<file path="src/rtl/mpb_arb_pkg.sv">
// Shared types and constants for the two-requester MPB arbiter.
package mpb_arb_pkg;

  typedef enum logic [1:0] {
    IDLE  = 2'd0,
    BUSY  = 2'd1,
    ABORT = 2'd2
  } state_t;

  typedef enum logic {
    REQ0 = 1'b0,
    REQ1 = 1'b1
  } req_idx_t;

  localparam int unsigned CNT_W = 16;

  // Read data returned on a forced completion; sliced down to DATA_W by the user.
  localparam int unsigned ABORT_RDATA_MAX_W = 256;
  localparam logic [ABORT_RDATA_MAX_W-1:0] ABORT_RDATA = '1;

endpackage

</file>
<file path="src/rtl/mpb_arb_rr.sv">
// Two-way round-robin pick: a lone requester wins, a tie goes to the one not granted last.
module mpb_arb_rr
  import mpb_arb_pkg::*;
(
  input  logic [1:0] req,
  input  req_idx_t   last_gnt,
  output logic [1:0] win
);

  always_comb begin
    win = '0;
    case (req)
      2'b01:   win = 2'b01;
      2'b10:   win = 2'b10;
      2'b11:   win = (last_gnt == REQ1) ? 2'b01 : 2'b10;
      default: win = '0;
    endcase
  end

endmodule

</file>
<file path="src/rtl/mpb_arb.sv">
// Arbiter sharing one MPB target between two requesters.
// Optional BUSY wait limit with forced completion: define MPB_ARB_TIMEOUT_EN.
module mpb_arb
  import mpb_arb_pkg::*;
#(
  parameter int unsigned ADDR_W         = 32,
  parameter int unsigned DATA_W         = 32,
  parameter int unsigned TIMEOUT_CYCLES = 256
) (
  input  logic              clk,
  input  logic              reset_n,
  input  logic              m0_vld,
  input  logic              m0_wr,
  input  logic [ADDR_W-1:0] m0_addr,
  input  logic [DATA_W-1:0] m0_wdata,
  output logic              m0_rdy,
  output logic [DATA_W-1:0] m0_rdata,
  input  logic              m1_vld,
  input  logic              m1_wr,
  input  logic [ADDR_W-1:0] m1_addr,
  input  logic [DATA_W-1:0] m1_wdata,
  output logic              m1_rdy,
  output logic [DATA_W-1:0] m1_rdata,
  output logic              s_vld,
  output logic              s_wr,
  output logic [ADDR_W-1:0] s_addr,
  output logic [DATA_W-1:0] s_wdata,
  input  logic              s_rdy,
  input  logic [DATA_W-1:0] s_rdata,
  output logic [1:0]        gnt
`ifdef MPB_ARB_TIMEOUT_EN
  ,
  output logic              timeout
`endif
);

  state_t     state_q, state_d;
  logic [1:0] gnt_q, gnt_d;
  logic [1:0] win;
  req_idx_t   last_gnt_q, last_gnt_d;

  mpb_arb_rr u_rr (
    .req      ({m1_vld, m0_vld}),
    .last_gnt (last_gnt_q),
    .win      (win)
  );

`ifdef MPB_ARB_TIMEOUT_EN
  logic [CNT_W-1:0] cnt_q;
  logic             cnt_expired;

  // Held at zero outside BUSY so every transfer starts counting from 0.
  always_ff @(posedge clk) begin
    if (!reset_n || state_q != BUSY) begin
      cnt_q <= '0;
    end else if (!s_rdy) begin
      cnt_q <= cnt_q + 1'b1;
    end
  end

  assign cnt_expired = (cnt_q == CNT_W'(TIMEOUT_CYCLES - 1));
`endif

  always_ff @(posedge clk) begin
    if (!reset_n) begin
      state_q    <= IDLE;
      gnt_q      <= '0;
      last_gnt_q <= REQ1;
    end else begin
      state_q    <= state_d;
      gnt_q      <= gnt_d;
      last_gnt_q <= last_gnt_d;
    end
  end

  always_comb begin
    state_d    = state_q;
    gnt_d      = gnt_q;
    last_gnt_d = last_gnt_q;
    case (state_q)
      IDLE: begin
        if (win != '0) begin
          state_d    = BUSY;
          gnt_d      = win;
          last_gnt_d = win[1] ? REQ1 : REQ0;
        end
      end
      BUSY: begin
        if (s_rdy) begin
          state_d = IDLE;
          gnt_d   = '0;
        end
`ifdef MPB_ARB_TIMEOUT_EN
        else if (cnt_expired) begin
          state_d = ABORT;
        end
`endif
      end
      default: begin
        state_d = IDLE;
        gnt_d   = '0;
      end
    endcase
  end

  always_comb begin
    s_vld    = 1'b0;
    s_wr     = 1'b0;
    s_addr   = '0;
    s_wdata  = '0;
    m0_rdy   = 1'b0;
    m0_rdata = '0;
    m1_rdy   = 1'b0;
    m1_rdata = '0;
`ifdef MPB_ARB_TIMEOUT_EN
    timeout  = 1'b0;
`endif
    if (state_q == BUSY) begin
      if (gnt_q[1]) begin
        s_vld    = m1_vld;
        s_wr     = m1_wr;
        s_addr   = m1_addr;
        s_wdata  = m1_wdata;
        m1_rdy   = s_rdy;
        m1_rdata = s_rdata;
      end else if (gnt_q[0]) begin
        s_vld    = m0_vld;
        s_wr     = m0_wr;
        s_addr   = m0_addr;
        s_wdata  = m0_wdata;
        m0_rdy   = s_rdy;
        m0_rdata = s_rdata;
      end
    end
`ifdef MPB_ARB_TIMEOUT_EN
    if (state_q == ABORT) begin
      timeout = 1'b1;
      if (gnt_q[1]) begin
        m1_rdy   = 1'b1;
        m1_rdata = ABORT_RDATA[DATA_W-1:0];
      end else if (gnt_q[0]) begin
        m0_rdy   = 1'b1;
        m0_rdata = ABORT_RDATA[DATA_W-1:0];
      end
    end
`endif
  end

  assign gnt = gnt_q;

endmodule

</file>
<file path="config.mk">
export PLATFORM = sky130hd
export DESIGN_NAME = mpb_arb
export DESIGN_NICKNAME = d
export VERILOG_FILES = /design/src/rtl/mpb_arb_pkg.sv /design/src/rtl/mpb_arb_rr.sv /design/src/rtl/mpb_arb.sv
export SDC_FILE = /design/constraint.sdc
export NUM_CORES = 1
export LEC_CHECK = 0
export BUFFER_PORTS_ARGS = -buffer_cell sky130_fd_sc_hd__buf_4
export CAP_MARGIN = 25
export CORE_AREA = 5 5 114 116
export CTS_BUF_LIST = sky130_fd_sc_hd__clkbuf_16
export DETAILED_ROUTE_END_ITERATION = 12
export DIE_AREA = 0 0 119 121
export GPL_TIMING_DRIVEN = 1
export MAX_ROUTING_LAYER = met4
export SYNTH_ARGS = -nofsm -noshare
export SYNTH_HDL_FRONTEND = slang
export SYNTH_HIERARCHICAL = 1
export SYNTH_SLANG_ARGS = --single-unit
</file>
<file path="constraint.sdc">
create_clock -name clk -period 2.4 [get_ports clk]
set_input_delay 0.36 -clock clk [delete_from_list [all_inputs] [get_ports clk]]
set_output_delay 0.36 -clock clk [all_outputs]
set_load 0.02 [all_outputs]
</file>
## Yosys cells after proc, flatten, opt, wreduce, memory -nomap -nowiden

Index checks and enable logic that the tools add are counted.

- Register bits after elaboration: 5
- Bits of input ports: 167
- Word-level logic and storage cells: 43

- Equality and inequality tests: 6
- Mux-type cells: 30
- Reductions and logical operators: 4

Operators with widths:

| kind | count |
|---|---|
| $mux W32 | 11 |
| $mux W1 | 12 |
| $mux W2 | 4 |
| $pmux W2 S2 | 2 |
| $pmux W2 S3 | 1 |
| $eq A2 B1 Y1 const B | 2 |
| $eq A2 B2 Y1 const B | 2 |
| $ne A2 B2 Y1 const B | 2 |
| $reduce_and A2 Y1 | 2 |
| $logic_not A2 Y1 | 1 |
| $reduce_bool A2 Y1 | 1 |

## Logic depth before layout (Yosys ltp)

Gate-level depths: netlist of the first run.

- Word-level depth: 5
- Gate-level depth with buffers: 5
- Mapped depth without buffers: 5

## Cells and area by module

The synthesis of the first run kept the hierarchy.

Modules (own cells, without submodules):

| module | instances | cells each | area an instance (µm²) | sequential area each (µm²) |
|---|---|---|---|---|
| mpb_arb | 1 | 253 | 1695.4 | 80.1 |
| mpb_arb_rr | 1 | 3 | 18.8 | 0.0 |

## Worst setup path before layout of the first run

No wires, ideal clock.

- Kind: flip-flop to output port
- From: register gnt_q[0], in the netlist gnt[0]
- To: output s_addr[24]
- Data arrival time: 1.303 ns
- Data required time: 2.040 ns
- Setup slack: 0.737 ns
- Stages on the path, launching flop included: 6
- Path through: dfxtp_1 -> nor2b_2 -> buf_6 -> buf_2 -> a22oi_1 -> nor2b_1

- Cells in the longest elaborated chain, start to end: 3

RTL lines:

| what | line | RTL |
|---|---|---|
| start: declaration | mpb_arb.sv:38 | `logic [1:0] gnt_q, gnt_d;` |
| start signal: assignment | mpb_arb.sv:71 | `gnt_q <= gnt_d;` |
| $mux W32 | mpb_arb.sv:126 | `end else if (gnt_q[0]) begin` |
| $mux W32 | mpb_arb.sv:119 | `if (gnt_q[1]) begin` |
| $mux W32 | mpb_arb.sv:118 | `if (state_q == BUSY) begin` |
| end: declaration | mpb_arb.sv:26 | `output logic [ADDR_W-1:0] s_addr,` |

Every way passes these cells.

## Worst setup path in the final report of the first run

- From: register state_q[0]
- To: output s_addr[9]

- Cells in the longest elaborated chain, start to end: 2

RTL lines:

| what | line | RTL |
|---|---|---|
| start: declaration | mpb_arb.sv:37 | `state_t state_q, state_d;` |
| start signal: assignment | mpb_arb.sv:70 | `state_q <= state_d;` |
| $eq A2 B1 Y1 | mpb_arb.sv:118 |  |
| $mux W32 | mpb_arb.sv:118 |  |

Every way passes these cells.

==> impl_metrics.tcl, run 1 <==
set metrics [dict create \
    status "finished clean" \
    finalSetupTns_ns 0 \
    cp-end-kind "primary output" \
    initial_core_util_pct 14.5 \
    cts_tree "built" \
    p_seq_share_pct 9.5 \
    max-slew-margin-rel_pct 64.7 \
    synth_fp_nets 423 \
    p_sw_share_pct 38.8 \
    cts.sink_count 4 \
    min_period_over_period_pct 84.3 \
    drt_iter0_drc 141 \
    final_max_slew_viol_count 0 \
    via_per_inst 4.52 \
    synth_top_area_cell "a22oi_1" \
    fmax_mhz 494 \
    clk_pin_slew_ns 0.03 \
    synth.avg_cell_area_sq_um 6.70 \
    nets 698 \
    grt_use_total_pct 13.3 \
    final_cell_area_sq_um 4120 \
    dieArea_sq_um 14400 \
    clock_latency_ns 0.23 \
    internal_power_mw 0.687 \
    comb_power_share_pct 66.6 \
    num_rows 40 \
    placed_area_sq_um 4040 \
    vias 3061 \
    tightestPinTransition_ns 0.529 \
    cts_buffers 3 \
    hold_viol 0 \
    drv_cap 0 \
    grt_pass1_vias 3054 \
    cts_buffer_depth 2 \
    async_flop_share_pct 0 \
    ios 301 \
    die_w_microns 119 \
    cts.repair.resized 0 \
    skew_ns 0.00372 \
    yosysWarningCount 6 \
    critPathRequiredTime_ns 2.04 \
    power.density_nw_per_um2 273 \
    synth-main-ff-cell "dfxtp_1" \
    grt_max_degree 73 \
    setup.worst_path.class "reg -> out" \
    cts_hold_buf 0 \
    cts_max_level 1 \
    antenna_found_initial 0 \
    hp-class "in -> reg" \
    wl_microns 10600 \
    post_cts_buffers 0 \
    yosysUniqueCellTypes 20 \
    drc 0 \
    cts_root_buf "clkbuf_16" \
    dr.pass1.iters 4 \
    ys_seq_area_share_pct 4.67 \
    switchingPower_mw 0.435 \
    synth_area_leaders "a22oi_1 (29%), nor2b_1 (25%), and3_1 (24%)" \
    final-instance-count-excl-fill 677 \
    grt_pass1_wl_microns 15500 \
    antenna_cells 0 \
    die_h_microns 121 \
    syn-cell-area_sq_um 1710 \
    cp_max_fo 72 \
    rsz0062_at_grt "no" \
    fin_util_pct 34.8 \
    synthCells 256 \
    core-area_sq_um 11800 \
    area_growth_pct 140 \
    p_total_mw 1.12 \
    drive_above_1_share_pct 59.1 \
    placed_cells 673 \
    hpwl_microns 8620 \
    setup_slack_ns 0.377 \
    overflow 0 \
    final_antenna_net_count 0 \
    routabilityCongestion 0.810 \
    synth-edff-count 0 \
    cp-start-kind "register" \
    setup_viol 0 \
    leakagePower_nw 2.27 \
    portBuffers 300 \
    fin_hold_ws_ns 0.368 \
    pre_cts_ws_ns 0.569 \
    ys_seq_elements 4 \
    rrSetupSlack_ns 0.99 \
    synth_commonest_cells "nor2b_1 (68), a22oi_1 (66), and3_1 (66)" \
    power.share.clock_pct 23.9 \
    ir_drop_mv 0.210 \
    fin_crit_ns 2.02 \
    n_fill_cell 1224 \
    wl_per_cell_microns 15.6 \
    synth_top_area_share_pct 28.9 \
    cp.arrival_ns 1.66 \
    synth.most_common_cell "nor2b_1" \
]
[cell usage in the layout, fill, tap and decap left out, drive strengths merged]
cell type,instances
a22oi,66
nand3,1
mux2i,2
buf,307
nand3b,2
a21boi,2
nor2b,69
o311a,1
clkbuf,3
nand2,2
inv,3
a21oi,1
and3,66
o21ai,1
dfxtp,4
[power by group through the flow]
stage	Clock, mW	Combinational [mW]	Sequential [mW]
2_1_floorplan	0	0.389	0.0824
3_3_place_gp	0	0.745	0.108
3_5_place_dp	0	0.754	0.109
4_1_cts	0.271	0.754	0.108
5_1_grt	0.277	0.804	0.113
6_report	0.268	0.747	0.107
[worst paths after layout]
check | start | to | depth (start not counted)
max | state_q[0]$_SDFFE_PN0P_ | s_addr[9] | 3
min | reset_n | last_gnt_q$_SDFFE_PN1P_ | 2
max reg2reg | state_q[0]$_SDFFE_PN0P_ | gnt[1]$_SDFFE_PN0P_ | 4
min reg2reg | gnt[0]$_SDFFE_PN0P_ | gnt[0]$_SDFFE_PN0P_ | 2
[metal layers]
metal  wire, microns  vias up  track usage, %  part of all wire [%]
met5               0        -               -                     0
met4             223        0            3.69                   2.1
met3             840       16            2.75                   8.0
met2            5490      185            24.2                    52
met1            4010     1371            14.8                    38
li1                -     1489               -                     -
[area by class of cell]
type,count,area (sq um),share of cell area (%)
repair buffers,307,2330,56.6
multi-input cells,213,1430,34.8
well taps,147,184,4.47
flip-flops and latches,4,85.1,2.07
clock buffers,3,75.1,1.82
inverters,2,7.51,0.182
clock inverters,1,3.75,0.0912
[kinds of logic after synthesis]
group	synth area share, %
AND/OR/NAND/NOR	51.0
AO/OA/AOI/OAI	30.9
buffers and inverters	12.2
flip-flops	4.67
multiplexers	1.17
[critical path, stage by stage, from the launching register on]
cell and delay [ns]:
dfxtp_4 0.67, buf_4 0.38, nor2b_1 0.20, buf_4 0.16
[flip-flops by register name (all words and copies together) (netlist names)]
register and count:
last_gnt_q 1, state_q 1, gnt 2
(Power assumes the default switching activity.)
==> run 2, diff against run 1 <==
--- a/config.mk
+++ b/config.mk
@@ -7,10 +7,10 @@
 export LEC_CHECK = 0
 export BUFFER_PORTS_ARGS = -buffer_cell sky130_fd_sc_hd__buf_4
 export CAP_MARGIN = 25
-export CORE_AREA = 5 5 114 116
+export CORE_AREA = 5 5 115 117
 export CTS_BUF_LIST = sky130_fd_sc_hd__clkbuf_16
 export DETAILED_ROUTE_END_ITERATION = 12
-export DIE_AREA = 0 0 119 121
+export DIE_AREA = 0 0 120 122
 export GPL_TIMING_DRIVEN = 1
 export MAX_ROUTING_LAYER = met4
 export SYNTH_ARGS = -nofsm -noshare
==> constraint.sdc (replaced) <==
create_clock -name clk -period 2.05 [get_ports clk]
set_input_delay 0.3075 -clock clk [delete_from_list [all_inputs] [get_ports clk]]
set_output_delay 0.3075 -clock clk [all_outputs]
set_load 0.02 [all_outputs]
==> impl_metrics.tcl, run 2 (synthesis results as in run 1) <==
set metrics [dict create \
    routabilityCongestion 0.841 \
    grt_use_total_pct 12.7 \
    multi_input_area_sq_um 1430 \
    power.density_nw_per_um2 318 \
    setup.worst_path.class "reg -> out" \
    hpwl_microns 8510 \
    drt_iter0_drc 128 \
    grt_pass1_wl_microns 15000 \
    cts_root_buf "clkbuf_16" \
    overflow 0 \
    drc 0 \
    grt_pass1_vias 3019 \
    min_period_over_period_pct 88.7 \
    setup_slack_ns 0.232 \
    n_fill_cell 1279 \
    fin_hold_ws_ns 0.322 \
    tightestPinTransition_ns 0.425 \
    layout_commonest_cell "buf_4" \
    cts_hold_buf 0 \
    antenna_cells 0 \
    largest_register_ffs 2 \
    core-area_sq_um 12300 \
    cts_tree "built" \
    antenna_found_initial 0 \
    num_rows 41 \
    rsz0062_at_grt "no" \
    pre_cts_ws_ns 0.364 \
    fmax_mhz 550 \
    final-instance-count-excl-fill 677 \
    area_growth_pct 141 \
    die_w_microns 120 \
    ios 301 \
    wl_microns 10600 \
    die_h_microns 122 \
    status "finished clean" \
    cp_max_fo 52 \
    vias 3070 \
    clk_pin_slew_ns 0.03 \
    clock_latency_ns 0.23 \
    portBuffers 300 \
    final_antenna_net_count 0 \
    ir_drop_mv 0.174 \
    fin_crit_ns 1.82 \
    max-slew-margin-rel_pct 71.7 \
    drv_cap 0 \
    cts.sink_count 4 \
    grt_max_degree 102 \
    hold_viol 0 \
    placed_cells 674 \
    dieArea_sq_um 14600 \
    leakagePower_nw 2.26 \
    cts_max_level 1 \
    final_max_slew_viol_count 0 \
    cp-start-kind "register" \
    nets 696 \
    initial_core_util_pct 14.0 \
    final_cell_mix "buf_4 (300), nor2b_1 (68), and3_1 (66), a22oi_1 (66), buf_12 (4)" \
    regArea_sq_um 82.6 \
    cp.arrival_ns 1.51 \
    skew_ns 0.00265 \
    cp-end-kind "primary output" \
    finalSetupTns_ns 0 \
    dr.pass1.iters 4 \
    setup_viol 0 \
    hp-class "in -> reg" \
    via_per_inst 4.53 \
    cts_buffers 3 \
    cts_buffer_depth 2 \
    drive_above_1_share_pct 59.0 \
    critPathRequiredTime_ns 1.74 \
    wl_per_cell_microns 15.7 \
]
==> run 2: layout make-up <==
class,count,share of cell area [%]
clock buffer,3,1.82
inverter,2,0.182
multi-input combinational,213,34.7
sequential,4,2.00
tap,150,4.55
timing repair buffer,305,56.8
==> run 2: power by group <==
group / internal [mW] / switching, mW / total (mW)
sequential: 0.0868 / 0.0170 / 0.104
combinational: 0.472 / 0.434 / 0.906
clock: 0.249 / 0.0536 / 0.303
==> run 2: per-stage QoR <==
| step | util, % | instance area (sq um) | power (mW) |
|---|---|---|---|
| finish | 33.7 | 4130 | 1.31 |
| global route | 33.7 | 4130 | 1.40 |
| CTS | 33.6 | 4120 | 1.32 |
| detailed placement | 33.0 | 4050 | 1.02 |
| global placement | 33.0 | 4050 | 0.999 |
| floorplan | - | 1710 | 0.552 |
==> run 2: worst paths after layout <==
kind | slack, ns | end | depth (start not counted) | from
setup / recovery | 0.23 | s_addr[6] | 5 | gnt[0]$_SDFFE_PN0P_
hold / removal | 0.32 | last_gnt_q$_SDFFE_PN1P_ | 2 | reset_n
hold reg to reg | 0.48 | gnt[0]$_SDFFE_PN0P_ | 2 | gnt[0]$_SDFFE_PN0P_
setup reg to reg | 0.75 | gnt[1]$_SDFFE_PN0P_ | 4 | state_q[0]$_SDFFE_PN0P_
==> run 2: repair_timing <==
action                                  4_1_cts  5_1_grt
endpoints found under the setup margin        0        2
setup buffers                                 0        0
gates resized for setup                       0        1
==> run 2: critical path, cell delays in order (launching register included) <==
cell and delay (ns):
dfxtp_1 0.35, nor2b_4 0.20, buf_12 0.25, a22oi_1 0.15, nor2b_1 0.17, buf_4 0.16
==> run 2: layer usage <==
layer,global-route usage (%),part of all wire [%]
met1,13.4,37
met2,24.4,53
met3,2.41,8.6
met4,2.72,1.3
met5,-,0
==> run 3, diff against run 2 <==
--- a/config.mk
+++ b/config.mk
@@ -13,6 +13,7 @@
 export DIE_AREA = 0 0 120 122
 export GPL_TIMING_DRIVEN = 1
 export MAX_ROUTING_LAYER = met4
+export PLACE_DENSITY = 0.58
 export SYNTH_ARGS = -nofsm -noshare
 export SYNTH_HDL_FRONTEND = slang
 export SYNTH_HIERARCHICAL = 1
==> impl_metrics.tcl, run 3 (synthesis results as in run 1) <==
set metrics [dict create \
    cp-end-kind "primary output" \
    cts_buffers 3 \
    die_w_microns 120 \
    skew_ns 0.00139 \
    initial_core_util_pct 14.0 \
    drive_above_1_share_pct 58.9 \
    portBuffers 300 \
    leakagePower_nw 2.27 \
    core-area_sq_um 12300 \
    placed_area_sq_um 4040 \
    grt_max_degree 100 \
    cts_root_buf "clkbuf_16" \
    grt_pass1_vias 3085 \
    cp_max_fo 99 \
    final_cell_area_sq_um 4120 \
    cp.arrival_ns 1.61 \
    min_period_over_period_pct 93.3 \
    use_met2_pct 24.9 \
    hpwl_microns 8580 \
    largest_register_ffs 2 \
    fin_hold_ws_ns 0.328 \
    gr-usage-met1_pct 13.7 \
    clock_latency_ns 0.23 \
    hp-class "in -> reg" \
    cts_buffer_depth 2 \
    setup_viol 0 \
    dieArea_sq_um 14600 \
    cts_hold_buf 0 \
    setup.worst_path.class "reg -> out" \
    num_rows 41 \
    drc 0 \
    use_met3_pct 3.53 \
    pre_cts_ws_ns 0.361 \
    final_max_slew_viol_count 0 \
    antenna_found_initial 0 \
    final-instance-count-excl-fill 678 \
    fin_crit_ns 1.91 \
    cp-start-kind "register" \
    fin_util_pct 33.6 \
    placed_cells 674 \
    routabilityCongestion 0.762 \
    nets 696 \
    max-slew-margin-rel_pct 63.5 \
    dr.pass1.iters 4 \
    cts_tree "built" \
    grt_use_total_pct 13.1 \
    drv_cap 0 \
    wl_microns 10700 \
    overflow 0 \
    status "finished clean" \
    vias 3076 \
    cts_max_level 1 \
    tightestPinTransition_ns 0.548 \
    setup_slack_ns 0.137 \
    cts.sink_count 4 \
    p_total_mw 1.32 \
    antenna_cells 0 \
    rsz0062_at_grt "no" \
    final_antenna_net_count 0 \
    via_per_inst 4.54 \
    fmax_mhz 523 \
    drt_iter0_drc 109 \
    grt-busiest-layer "met2" \
    area_growth_pct 140 \
    ios 301 \
    ir_drop_mv 0.331 \
    die_h_microns 122 \
    layout_commonest_cell "buf_4" \
    final_cell_mix "buf_4 (302), nor2b_1 (68), and3_1 (66), a22oi_1 (66)" \
    power.density_nw_per_um2 320 \
    hold_viol 0 \
    clk_pin_slew_ns 0.03 \
    wl_per_cell_microns 15.8 \
    critPathRequiredTime_ns 1.74 \
    post_cts_buffers 0 \
    cts.repair.resized 0 \
    grt_pass1_wl_microns 15500 \
    finalSetupTns_ns 0 \
]
## run 3: final timing paths
path,from,to,slack [ns],cells past startpoint
setup reg to reg,state_q[0]$_SDFFE_PN0P_,gnt[1]$_SDFFE_PN0P_,0.75,4
setup / recovery,gnt[0]$_SDFFE_PN0P_,s_addr[30],0.14,5
hold / removal,reset_n,last_gnt_q$_SDFFE_PN1P_,0.33,2
hold reg to reg,gnt[0]$_SDFFE_PN0P_,gnt[0]$_SDFFE_PN0P_,0.48,2
## run 3: layout make-up
type,instances,area [sq um]
Clock buffer,3,75.1
Timing Repair Buffer,305,2330
Tap cell,150,188
Sequential cell,4,85.1
Inverter,2,7.51
Clock inverter,1,3.75
Fill cell,1299,8140
Multi-Input combinational cell,213,1430
## run 3: power breakdown
part	total [mW]	switching [mW]	leakage (nW)	internal (mW)
Combinational	0.893	0.427	2.19	0.467
Sequential	0.110	0.0229	0.0341	0.0866
Clock	0.313	0.0609	0.0423	0.252
## run 3: metal layers
metal  part of all wire [%]  vias to the layer above
li1                       -                     1482
met1                     36                     1412
met2                     53                      171
met3                    9.6                       11
met4                    1.0                        0
met5                      0                        -
## run 3: worst max-delay path, stage by stage, from the launching register on
cell	delay, ns
dfxtp_1	0.34
nor2b_4	0.17
buf_12	0.34
a22oi_1	0.14
nor2b_1	0.17
buf_4	0.16
